`src/rtl/pagerank_work_dispatcher_if.sv`:
```
// Handshake bundle between the job source, the pageRank core and the work dispatcher.
// Every channel transfers on a rising clk edge where valid && ready; a raised valid holds its payload until taken.
interface pagerank_work_dispatcher_if #(
    parameter int ID_W  = 32,
    parameter int LEN_W = 32,
    parameter int OUT_W = 32
);
    logic             cmd_valid;
    logic             cmd_ready;
    logic [ID_W-1:0]  cmd_start_id;
    logic [LEN_W-1:0] cmd_total;
    logic [LEN_W-1:0] cmd_chunk;

    logic             io_in_valid;
    logic             io_in_ready;
    logic             io_in_bits_done;
    logic [ID_W-1:0]  io_in_bits_startPageId;
    logic [LEN_W-1:0] io_in_bits_length;

    logic             io_out_valid;
    logic             io_out_ready;
    logic [OUT_W-1:0] io_out_bits_out;

    modport master (
        input  cmd_valid, cmd_start_id, cmd_total, cmd_chunk,
        output cmd_ready,
        output io_in_valid, io_in_bits_done, io_in_bits_startPageId, io_in_bits_length,
        input  io_in_ready,
        input  io_out_valid, io_out_bits_out,
        output io_out_ready
    );

    modport slave (
        output cmd_valid, cmd_start_id, cmd_total, cmd_chunk,
        input  cmd_ready,
        input  io_in_valid, io_in_bits_done, io_in_bits_startPageId, io_in_bits_length,
        output io_in_ready,
        output io_out_valid, io_out_bits_out,
        input  io_out_ready
    );
endinterface

```
`src/rtl/pagerank_work_dispatcher.sv`:
```
// Splits one job into chunked page requests for the pageRank core and sums the results.
// Optional stall counter output enabled by defining PAGERANK_DISP_STALL_CNT_EN.
module pagerank_work_dispatcher #(
    parameter int ID_W    = 32,
    parameter int LEN_W   = 32,
    parameter int OUT_W   = 32,
    parameter int MAX_OUT = 4
) (
    input  logic                           clk,
    input  logic                           reset,
    pagerank_work_dispatcher_if.master     bus,
    output logic                           busy,
    output logic                           job_done,
    output logic [OUT_W-1:0]               result_sum,
    output logic [LEN_W-1:0]               chunks_sent,
`ifdef PAGERANK_DISP_STALL_CNT_EN
    output logic [LEN_W-1:0]               stall_cycles,
`endif
    output logic [2:0]                     dbg_state
);
    localparam int CNT_W = 4;

    typedef enum logic [2:0] {
        S_IDLE   = 3'd0,
        S_ISSUE  = 3'd1,
        S_DRAIN  = 3'd2,
        S_FLUSH  = 3'd3,
        S_FINISH = 3'd4
    } state_e;

    state_e             state_q, state_d;
    logic [ID_W-1:0]    next_id_q, next_id_d;
    logic [LEN_W-1:0]   remaining_q, remaining_d;
    logic [LEN_W-1:0]   chunk_q, chunk_d;
    logic [OUT_W-1:0]   result_sum_q, result_sum_d;
    logic [LEN_W-1:0]   chunks_sent_q, chunks_sent_d;
    logic [CNT_W-1:0]   outstanding_q, outstanding_d;
`ifdef PAGERANK_DISP_STALL_CNT_EN
    logic [LEN_W-1:0]   stall_q, stall_d;
`endif

    logic               can_issue;
    logic [LEN_W-1:0]   chunk_len;
    logic               in_fire;
    logic               out_fire;
    logic               issue_fire;

    // Request payload is a pure function of registered state, so it stays put while stalled.
    assign can_issue  = (outstanding_q < CNT_W'(MAX_OUT));
    assign chunk_len  = (remaining_q < chunk_q) ? remaining_q : chunk_q;

    assign bus.cmd_ready              = (state_q == S_IDLE);
    assign bus.io_in_valid            = ((state_q == S_ISSUE) && can_issue) || (state_q == S_FLUSH);
    assign bus.io_in_bits_done        = (state_q == S_FLUSH);
    assign bus.io_in_bits_startPageId = (state_q == S_ISSUE) ? next_id_q : '0;
    assign bus.io_in_bits_length      = (state_q == S_ISSUE) ? chunk_len : '0;
    assign bus.io_out_ready           = (state_q == S_ISSUE) || (state_q == S_DRAIN) ||
                                        (state_q == S_FLUSH);

    assign in_fire    = bus.io_in_valid && bus.io_in_ready;
    assign out_fire   = bus.io_out_valid && bus.io_out_ready;
    assign issue_fire = in_fire && (state_q == S_ISSUE);

    assign busy        = (state_q != S_IDLE);
    assign job_done    = (state_q == S_FINISH);
    assign result_sum  = result_sum_q;
    assign chunks_sent = chunks_sent_q;
    assign dbg_state   = state_q;
`ifdef PAGERANK_DISP_STALL_CNT_EN
    assign stall_cycles = stall_q;
`endif

    always_comb begin
        state_d       = state_q;
        next_id_d     = next_id_q;
        remaining_d   = remaining_q;
        chunk_d       = chunk_q;
        result_sum_d  = result_sum_q;
        chunks_sent_d = chunks_sent_q;
        outstanding_d = outstanding_q;
`ifdef PAGERANK_DISP_STALL_CNT_EN
        stall_d       = stall_q;
`endif

        case (state_q)
            S_IDLE: begin
                if (bus.cmd_valid) begin
                    next_id_d     = bus.cmd_start_id;
                    remaining_d   = bus.cmd_total;
                    chunk_d       = (bus.cmd_chunk == '0) ? LEN_W'(1) : bus.cmd_chunk;
                    result_sum_d  = '0;
                    chunks_sent_d = '0;
                    outstanding_d = '0;
`ifdef PAGERANK_DISP_STALL_CNT_EN
                    stall_d       = '0;
`endif
                    state_d       = (bus.cmd_total == '0) ? S_FLUSH : S_ISSUE;
                end
            end
            S_ISSUE: begin
                if (in_fire) begin
                    next_id_d     = next_id_q + ID_W'(chunk_len);
                    remaining_d   = remaining_q - chunk_len;
                    chunks_sent_d = chunks_sent_q + LEN_W'(1);
                    if (remaining_q == chunk_len) begin
                        state_d = S_DRAIN;
                    end
                end
            end
            S_DRAIN: begin
                if (outstanding_q == '0) begin
                    state_d = S_FLUSH;
                end
            end
            S_FLUSH: begin
                if (in_fire) begin
                    state_d = S_FINISH;
                end
            end
            S_FINISH: state_d = S_IDLE;
            default:  state_d = S_IDLE;
        endcase

        if (out_fire) begin
            result_sum_d = result_sum_q + bus.io_out_bits_out;
        end

        // A result arriving with nothing outstanding is still summed; the count floors at zero.
        if (issue_fire && !out_fire) begin
            outstanding_d = outstanding_q + CNT_W'(1);
        end else if (out_fire && !issue_fire && (outstanding_q != '0)) begin
            outstanding_d = outstanding_q - CNT_W'(1);
        end

`ifdef PAGERANK_DISP_STALL_CNT_EN
        if (bus.io_in_valid && !bus.io_in_ready && (stall_q != '1)) begin
            stall_d = stall_q + LEN_W'(1);
        end
`endif
    end

    always_ff @(posedge clk or posedge reset) begin
        if (reset) begin
            state_q       <= S_IDLE;
            next_id_q     <= '0;
            remaining_q   <= '0;
            chunk_q       <= '0;
            result_sum_q  <= '0;
            chunks_sent_q <= '0;
            outstanding_q <= '0;
`ifdef PAGERANK_DISP_STALL_CNT_EN
            stall_q       <= '0;
`endif
        end else begin
            state_q       <= state_d;
            next_id_q     <= next_id_d;
            remaining_q   <= remaining_d;
            chunk_q       <= chunk_d;
            result_sum_q  <= result_sum_d;
            chunks_sent_q <= chunks_sent_d;
            outstanding_q <= outstanding_d;
`ifdef PAGERANK_DISP_STALL_CNT_EN
            stall_q       <= stall_d;
`endif
        end
    end
endmodule
```
`src/flat_wrapper.sv`:
```
// flat-port wrapper written by rule: the top's interface ports become plain ports
module pagerank_work_dispatcher_flat 
#(
    parameter int ID_W    = 32,
    parameter int LEN_W   = 32,
    parameter int OUT_W   = 32,
    parameter int MAX_OUT = 4
)
  (clk, reset, busy, job_done, result_sum, chunks_sent, dbg_state, bus_cmd_valid, bus_cmd_start_id, bus_cmd_total, bus_cmd_chunk, bus_cmd_ready, bus_io_in_valid, bus_io_in_bits_done, bus_io_in_bits_startPageId, bus_io_in_bits_length, bus_io_in_ready, bus_io_out_valid, bus_io_out_bits_out, bus_io_out_ready);
  pagerank_work_dispatcher_if #(.ID_W(ID_W), .LEN_W(LEN_W), .OUT_W(OUT_W)) bus_i ();
  input  logic clk;
  input  logic reset;
  output logic busy;
  output logic job_done;
  output logic [OUT_W-1:0] result_sum;
  output logic [LEN_W-1:0] chunks_sent;
  output logic [2:0] dbg_state;
  input wire logic [$bits(bus_i.cmd_valid)-1:0] bus_cmd_valid;
  input wire logic [$bits(bus_i.cmd_start_id)-1:0] bus_cmd_start_id;
  input wire logic [$bits(bus_i.cmd_total)-1:0] bus_cmd_total;
  input wire logic [$bits(bus_i.cmd_chunk)-1:0] bus_cmd_chunk;
  output wire logic [$bits(bus_i.cmd_ready)-1:0] bus_cmd_ready;
  output wire logic [$bits(bus_i.io_in_valid)-1:0] bus_io_in_valid;
  output wire logic [$bits(bus_i.io_in_bits_done)-1:0] bus_io_in_bits_done;
  output wire logic [$bits(bus_i.io_in_bits_startPageId)-1:0] bus_io_in_bits_startPageId;
  output wire logic [$bits(bus_i.io_in_bits_length)-1:0] bus_io_in_bits_length;
  input wire logic [$bits(bus_i.io_in_ready)-1:0] bus_io_in_ready;
  input wire logic [$bits(bus_i.io_out_valid)-1:0] bus_io_out_valid;
  input wire logic [$bits(bus_i.io_out_bits_out)-1:0] bus_io_out_bits_out;
  output wire logic [$bits(bus_i.io_out_ready)-1:0] bus_io_out_ready;
  assign bus_i.cmd_valid = bus_cmd_valid;
  assign bus_i.cmd_start_id = bus_cmd_start_id;
  assign bus_i.cmd_total = bus_cmd_total;
  assign bus_i.cmd_chunk = bus_cmd_chunk;
  assign bus_cmd_ready = bus_i.cmd_ready;
  assign bus_io_in_valid = bus_i.io_in_valid;
  assign bus_io_in_bits_done = bus_i.io_in_bits_done;
  assign bus_io_in_bits_startPageId = bus_i.io_in_bits_startPageId;
  assign bus_io_in_bits_length = bus_i.io_in_bits_length;
  assign bus_i.io_in_ready = bus_io_in_ready;
  assign bus_i.io_out_valid = bus_io_out_valid;
  assign bus_i.io_out_bits_out = bus_io_out_bits_out;
  assign bus_io_out_ready = bus_i.io_out_ready;
  pagerank_work_dispatcher #(.ID_W(ID_W), .LEN_W(LEN_W), .OUT_W(OUT_W), .MAX_OUT(MAX_OUT)) u_core (.clk(clk), .reset(reset), .bus(bus_i), .busy(busy), .job_done(job_done), .result_sum(result_sum), .chunks_sent(chunks_sent), .dbg_state(dbg_state));
endmodule
```
`config.mk`:
```
export PLATFORM = sky130hd
export DESIGN_NAME = pagerank_work_dispatcher_flat
export DESIGN_NICKNAME = d
export VERILOG_FILES = /design/src/rtl/pagerank_work_dispatcher_if.sv /design/src/rtl/pagerank_work_dispatcher.sv /design/src/flat_wrapper.sv
export SDC_FILE = /design/constraint.sdc
export NUM_CORES = 1
export LEC_CHECK = 0
export CAP_MARGIN = 30
export CORE_ASPECT_RATIO = 1.2
export CORE_MARGIN = 5
export CORE_UTILIZATION = 50
export CTS_BUF_LIST = sky130_fd_sc_hd__clkbuf_4
export CTS_CLUSTER_DIAMETER = 40
export DETAILED_ROUTE_END_ITERATION = 10
export DONT_BUFFER_PORTS = 1
export PLACE_DENSITY = 0.72
export SKIP_LAST_GASP = 1
export SLEW_MARGIN = 15
export SYNTH_ARGS = -nofsm -noshare
export SYNTH_HDL_FRONTEND = slang
export SYNTH_SLANG_ARGS = --single-unit
```
`constraint.sdc`:
```
create_clock -name clk -period 7.6 [get_ports clk]
set_clock_uncertainty 0.15 [all_clocks]
set_input_delay 2.28 -clock clk [delete_from_list [all_inputs] [get_ports clk]]
set_output_delay 2.28 -clock clk [all_outputs]
set_load 0.01 [all_outputs]
```
---- After elaboration in Yosys (flattened, before gate mapping) ----
Index checks and enable logic that the tools add are counted.
word-level totals
  register bits after elaboration ......... 167
  output and inout bits ................... 137
  logic and storage cells ................. 79
operators by class
  $add $sub $neg .......................... 6
  magnitude comparators ................... 2
  equality and inequality tests ........... 10
  mux-type cells .......................... 26
  reduce and logical (&&, ||, !) cells .... 28
operators by type and width
  cell                                                        count
  two-way mux 32 bit                                          12
  one-hot mux 32 bit (2 select lines)                         3
  adder 32 bit                                                2
  zero test 32 bit                                            2
  adder 32 x 1 -> 32 bit, second input constant               1
  equality test 32 bit                                        1
  less-than comparator 32 bit                                 1
  subtractor 32 bit                                           1
  two-way mux 4 bit                                           4
  two-way mux 3 bit                                           5
  one-hot mux 3 bit (4 select lines)                          1
  nonzero test 3 bit                                          3
  logical AND 1 bit                                           7
  equality test 3 x 2 -> 1 bit, second input constant         2
  inequality test 2 bit, second input constant                3
  AND reduction 2 bit                                         3
  nonzero test 2 bit                                          3
  AND reduction 5 bit                                         1
  adder 4 x 1 -> 4 bit, second input constant                 1
  zero test 4 bit                                             1
  less-than comparator 4 x 3 -> 1 bit, second input constant  1
  inequality test 2 x 1 -> 1 bit, second input constant       2
  nonzero test 4 bit                                          1
  subtractor 4 x 1 -> 4 bit, second input constant            1
  7 further kinds                                             10

---- Depth between registers and ports, before layout ----
  word-level depth ........................ 10
  mapped depth ............................ 23
  mapped depth without buffers ............ 23

---- Least setup slack after synthesis ----
No wires, ideal clock.
  path kind ............................... reg2out
  start point ............................. register u_core.remaining_q[27]
  end point ............................... output bus_io_in_bits_length[1]
  arrival time ............................ 2.641 ns
  setup slack ............................. 2.529 ns
  stages on the path, launching flop included .. 10
  cells stage by stage .................... dfrtp_1 > ha_1 > a2111oi_0 > o21ai_0 > a31o_2 > a221oi_2 > o21ai_1 > buf_2 > mux2i_1 > nor2_1
between the ends
  cells in the longest elaborated chain, start to end .. 3
RTL lines
  what                         RTL line                         text
  start, declared              pagerank_work_dispatcher.sv:33   logic [LEN_W-1:0] remaining_q, remaining_d;
  start signal, assigned       pagerank_work_dispatcher.sv:157  remaining_q <= remaining_d;
  less-than comparator 32 bit  pagerank_work_dispatcher.sv:50   assign chunk_len = (remaining_q < chunk_q) ? remaining_q : chunk_q;
  two-way mux 32 bit           pagerank_work_dispatcher.sv:50
  two-way mux 32 bit           pagerank_work_dispatcher.sv:56   assign bus.io_in_bits_length = (state_q == S_ISSUE) ? chunk_len : '0;
  end, declared                flat_wrapper.sv:26               output wire logic [$bits(bus_i.io_in_bits_length)-1:0] bus_io_in_bits_length;
Every way passes these cells.

---- Worst setup path in the final report ----
Ends and elaborated chain as after synthesis.

==> results.py <==
metrics = {
    "run_status": {
        "status": "finished, final reports clean",
    },
    "synthesis": {
        "yosys.area_share.simple_pct": 19.73,
        "synth_top_family_by_area": "compound AO/OA/AOI/OAI gates",
        "synth_most_common_cell": "nand2_1",
        "async_reset_ff_share_pct": 100.0,
        "synth_cells": 1628,
        "synth_fa_ha_area_share_pct": 12.78,
        "yosys.area.top_type": "dfrtp_1",
        "synth-main-ff-cell": "dfrtp_1",
        "ys.warnings.count": 0,
        "synth_xor_area_share_pct": 6.900,
        "ys_top_cells_by_count": "192 x nand2_1, 167 x dfrtp_1, 150 x nor2_1",
        "ys_top_cells_by_area": "dfrtp_1 32%, ha_1 12%, o21ai_0 5.5%",
        "synth_area_sq_mm": 0.01320,
        "seq_area_frac_synth_pct": 31.66,
        "synthMuxAreaShare_pct": 2.664,
        "synth_cell_types": 70,
        "avgSynthCellArea_sq_um": 8.108,
        "synth_seq_cells": 167,
        "synth_nets": 1894,
        "synth_edf_count": 0,
        "synth-compound-area-share_pct": 21.58,
        "synth_top_area_share_pct": 31.66,
    },
    "critical_path": {
        "endpoint_kind": "output pin",
        "crit_chain": "ha_1 -> a2111oi_0 -> o21ai_0 -> a31o_2 -> a221oi_2 -> o21ai_4 -> buf_4 -> mux2i_1 -> nor2_1",
        "critPathTopFamily": "compound AO/OA/AOI/OAI gates",
        "crit_fanout": 35,
        "critPathLaunchType": "flip-flop",
        "r2r_cells": 21,
        "cp_num_buf_inv": 1,
        "crit_type": "reg -> out",
        "cpPeakStageDelay_ps": 550,
        "slowest_stage": "mux2i_1",
        "critPathRequiredTime_ps": 5170,
        "cp_num_cells": 9,
        "cp.arrival_ps": 3760,
    },
    "timing": {
        "layout_worst_path_cycle_share_pct": 81.45,
        "hold_viol": 0,
        "fin_crit_ps": 6190,
        "maxSlewViolCount": 0,
        "fmax_mhz": 161.5,
        "fin_setup_tns_ps": 0,
        "tightest_slew_ps": 823.4,
        "slew_headroom_pct": 45.10,
        "setup_viol_count_final": 0,
        "rsz0062_at_grt": "no",
    },
    "drt": {
        "wl_per_cell_um": 19.71,
        "ant_nets": 0,
        "drt-initial-drc-count": 839,
        "drc": 0,
        "first_pass_iters": 5,
        "avgViaCountPerCell": 6.047,
        "dr_total_vias": 11773,
        "wl_um": 38370,
    },
    "cts": {
        "clk_path_buf_depth": 2,
        "htreeDepth": 4,
        "cts_buffers": 17,
        "clk_pin_slew_ps": 160,
        "insertion_delay_ps": 610,
        "clockRootBuffer": "clkbuf_4",
        "cts_hold_buf": 0,
        "cts_tree": "built",
        "clock_sinks": 167,
        "cts_setup_buffers": 0,
        "post_cts_resized": 0,
    },
    "floorplan": {
        "die_height_um": 188.0,
        "fp.coreArea_sq_mm": 0.02619,
        "die_x_um": 158.3,
        "start_util_pct": 50.41,
        "io_pins": 270,
        "std_cell_rows": 65,
        "die-area_sq_mm": 0.02976,
    },
    "grt": {
        "antenna_found_initial": 1,
        "grt_max_degree": 86,
        "track_usage_pct": 25.67,
        "grt_pass1_wl_um": 61310,
        "grt_pass1_vias": 11608,
        "overflow": 0,
    },
    "placement": {
        "place.gp.congestion": 0.9665,
        "place_hpwl_um": 29770,
        "placed_cell_area_sq_mm": 0.01353,
        "portBuffers": 0,
        "place_inst": 1913,
    },
    "min_path": {
        "hold_path_depth": 1,
        "hp-class": "reg -> reg",
    },
    "final_layout": {
        "instances_no_fill": 1947,
        "drive_above_1_share_pct": 4.407,
        "syn_to_final_growth_pct": 4.900,
        "final_nets": 1864,
        "fin_area_sq_mm": 0.01385,
    },
    "flow_run": {
        "maxCapViolations": 0,
    },
}
[placed cells by master (no fill, tap or decap), drive strengths merged, types with 5 or more instances in the layout]
master,synthesis,final
mux2i,34,34
buf,9,12
a21oi,138,138
a31oi,25,25
o21a,10,10
o21ai,154,154
a211oi,10,10
nand4,26,26
nor3,17,17
nor2b,13,13
a211o,5,5
nand2,192,192
nor4,19,19
and3,18,18
and2,39,39
dfrtp,167,167
xor2,46,46
xnor2,58,58
nor2,150,150
o21bai,15,15
o211ai,15,15
inv,100,108
a21o,44,44
nand2b,13,13
or3,15,15
clkbuf,52,18
ha,130,130
a22o,7,7
nand3,43,43
and4,5,5
[metrics by stage]
stage,hold WS (ps),setup WS [ps],util (%)
3_3_place_gp,334.9,1931,51.57
5_1_grt,397.5,1086,52.88
2_1_floorplan,311.7,651.6,-
4_1_cts,383.3,1376,52.79
6_report,382.5,1410,52.88
3_5_place_dp,348.8,1727,51.65
[kinds of logic (layout without fill, tap and decap cells)]
| kind of cell | Yosys count | count (layout) |
|---|---|---|
| AO/OA/AOI/OAI | 468 | 468 |
| XOR/XNOR | 104 | 104 |
| adder cells (fa/ha/maj) | 133 | 133 |
| buffers and inverters | 161 | 144 |
| flip-flops | 167 | 167 |
| multiplexers | 35 | 35 |
| other | 0 | 1 |
| AND/OR/NAND/NOR | 560 | 560 |
[registers in the layout (all words and copies together) (netlist names)]
| name | cells |
|---|---|
| u_core.chunk_q | 32 |
| u_core.outstanding_q | 4 |
| u_core.remaining_q | 32 |
| u_core.result_sum | 32 |
| u_core.next_id_q | 32 |
| u_core.chunks_sent | 32 |
| u_core.dbg_state | 3 |
[worst paths after layout]
check                                                         from                            endpoint  slack, ps
worst max-delay path            u_core.remaining_q[27]$_DFFE_PP0P_            bus_io_in_bits_length[1]       1410
max in group asynchronous                                    reset     u_core.dbg_state[1]$_DFFE_PP0P_       4820
worst min-delay path              u_core.next_id_q[31]$_DFFE_PP0P_    u_core.next_id_q[31]$_DFFE_PP0P_        380
worst max register to register  u_core.remaining_q[27]$_DFFE_PP0P_  u_core.remaining_q[30]$_DFFE_PP0P_       1630
worst min register to register    u_core.next_id_q[31]$_DFFE_PP0P_    u_core.next_id_q[31]$_DFFE_PP0P_        380
min in group asynchronous                                    reset  u_core.chunks_sent[29]$_DFFE_PP0P_       1410
[per-layer routing]
layer  vias to the layer above  part of all wire [%]  global-route usage, %
li1                       5695                     -                      -
met1                      5566                    40                  31.01
met2                       408                    48                  42.82
met3                       104                   7.4                  6.394
met4                         0                   4.8                  11.45
met5                         -                     0                      0
[layout make-up]
class                           count  area [sq um]
Multi-Input combinational cell   1300          8452
Clock inverter                     14         163.9
Clock buffer                       18         135.1
Sequential cell                   167          4179
Fill cell                        2532         12340
Timing Repair Buffer               12         115.1
Inverter                          100         380.4
Tap cell                          335         419.2
Antenna cell                        1         2.502
Power is left out: the tool's default activity adds up to more than one toggle a clock period on the data nets, which glitch-free logic cannot reach.
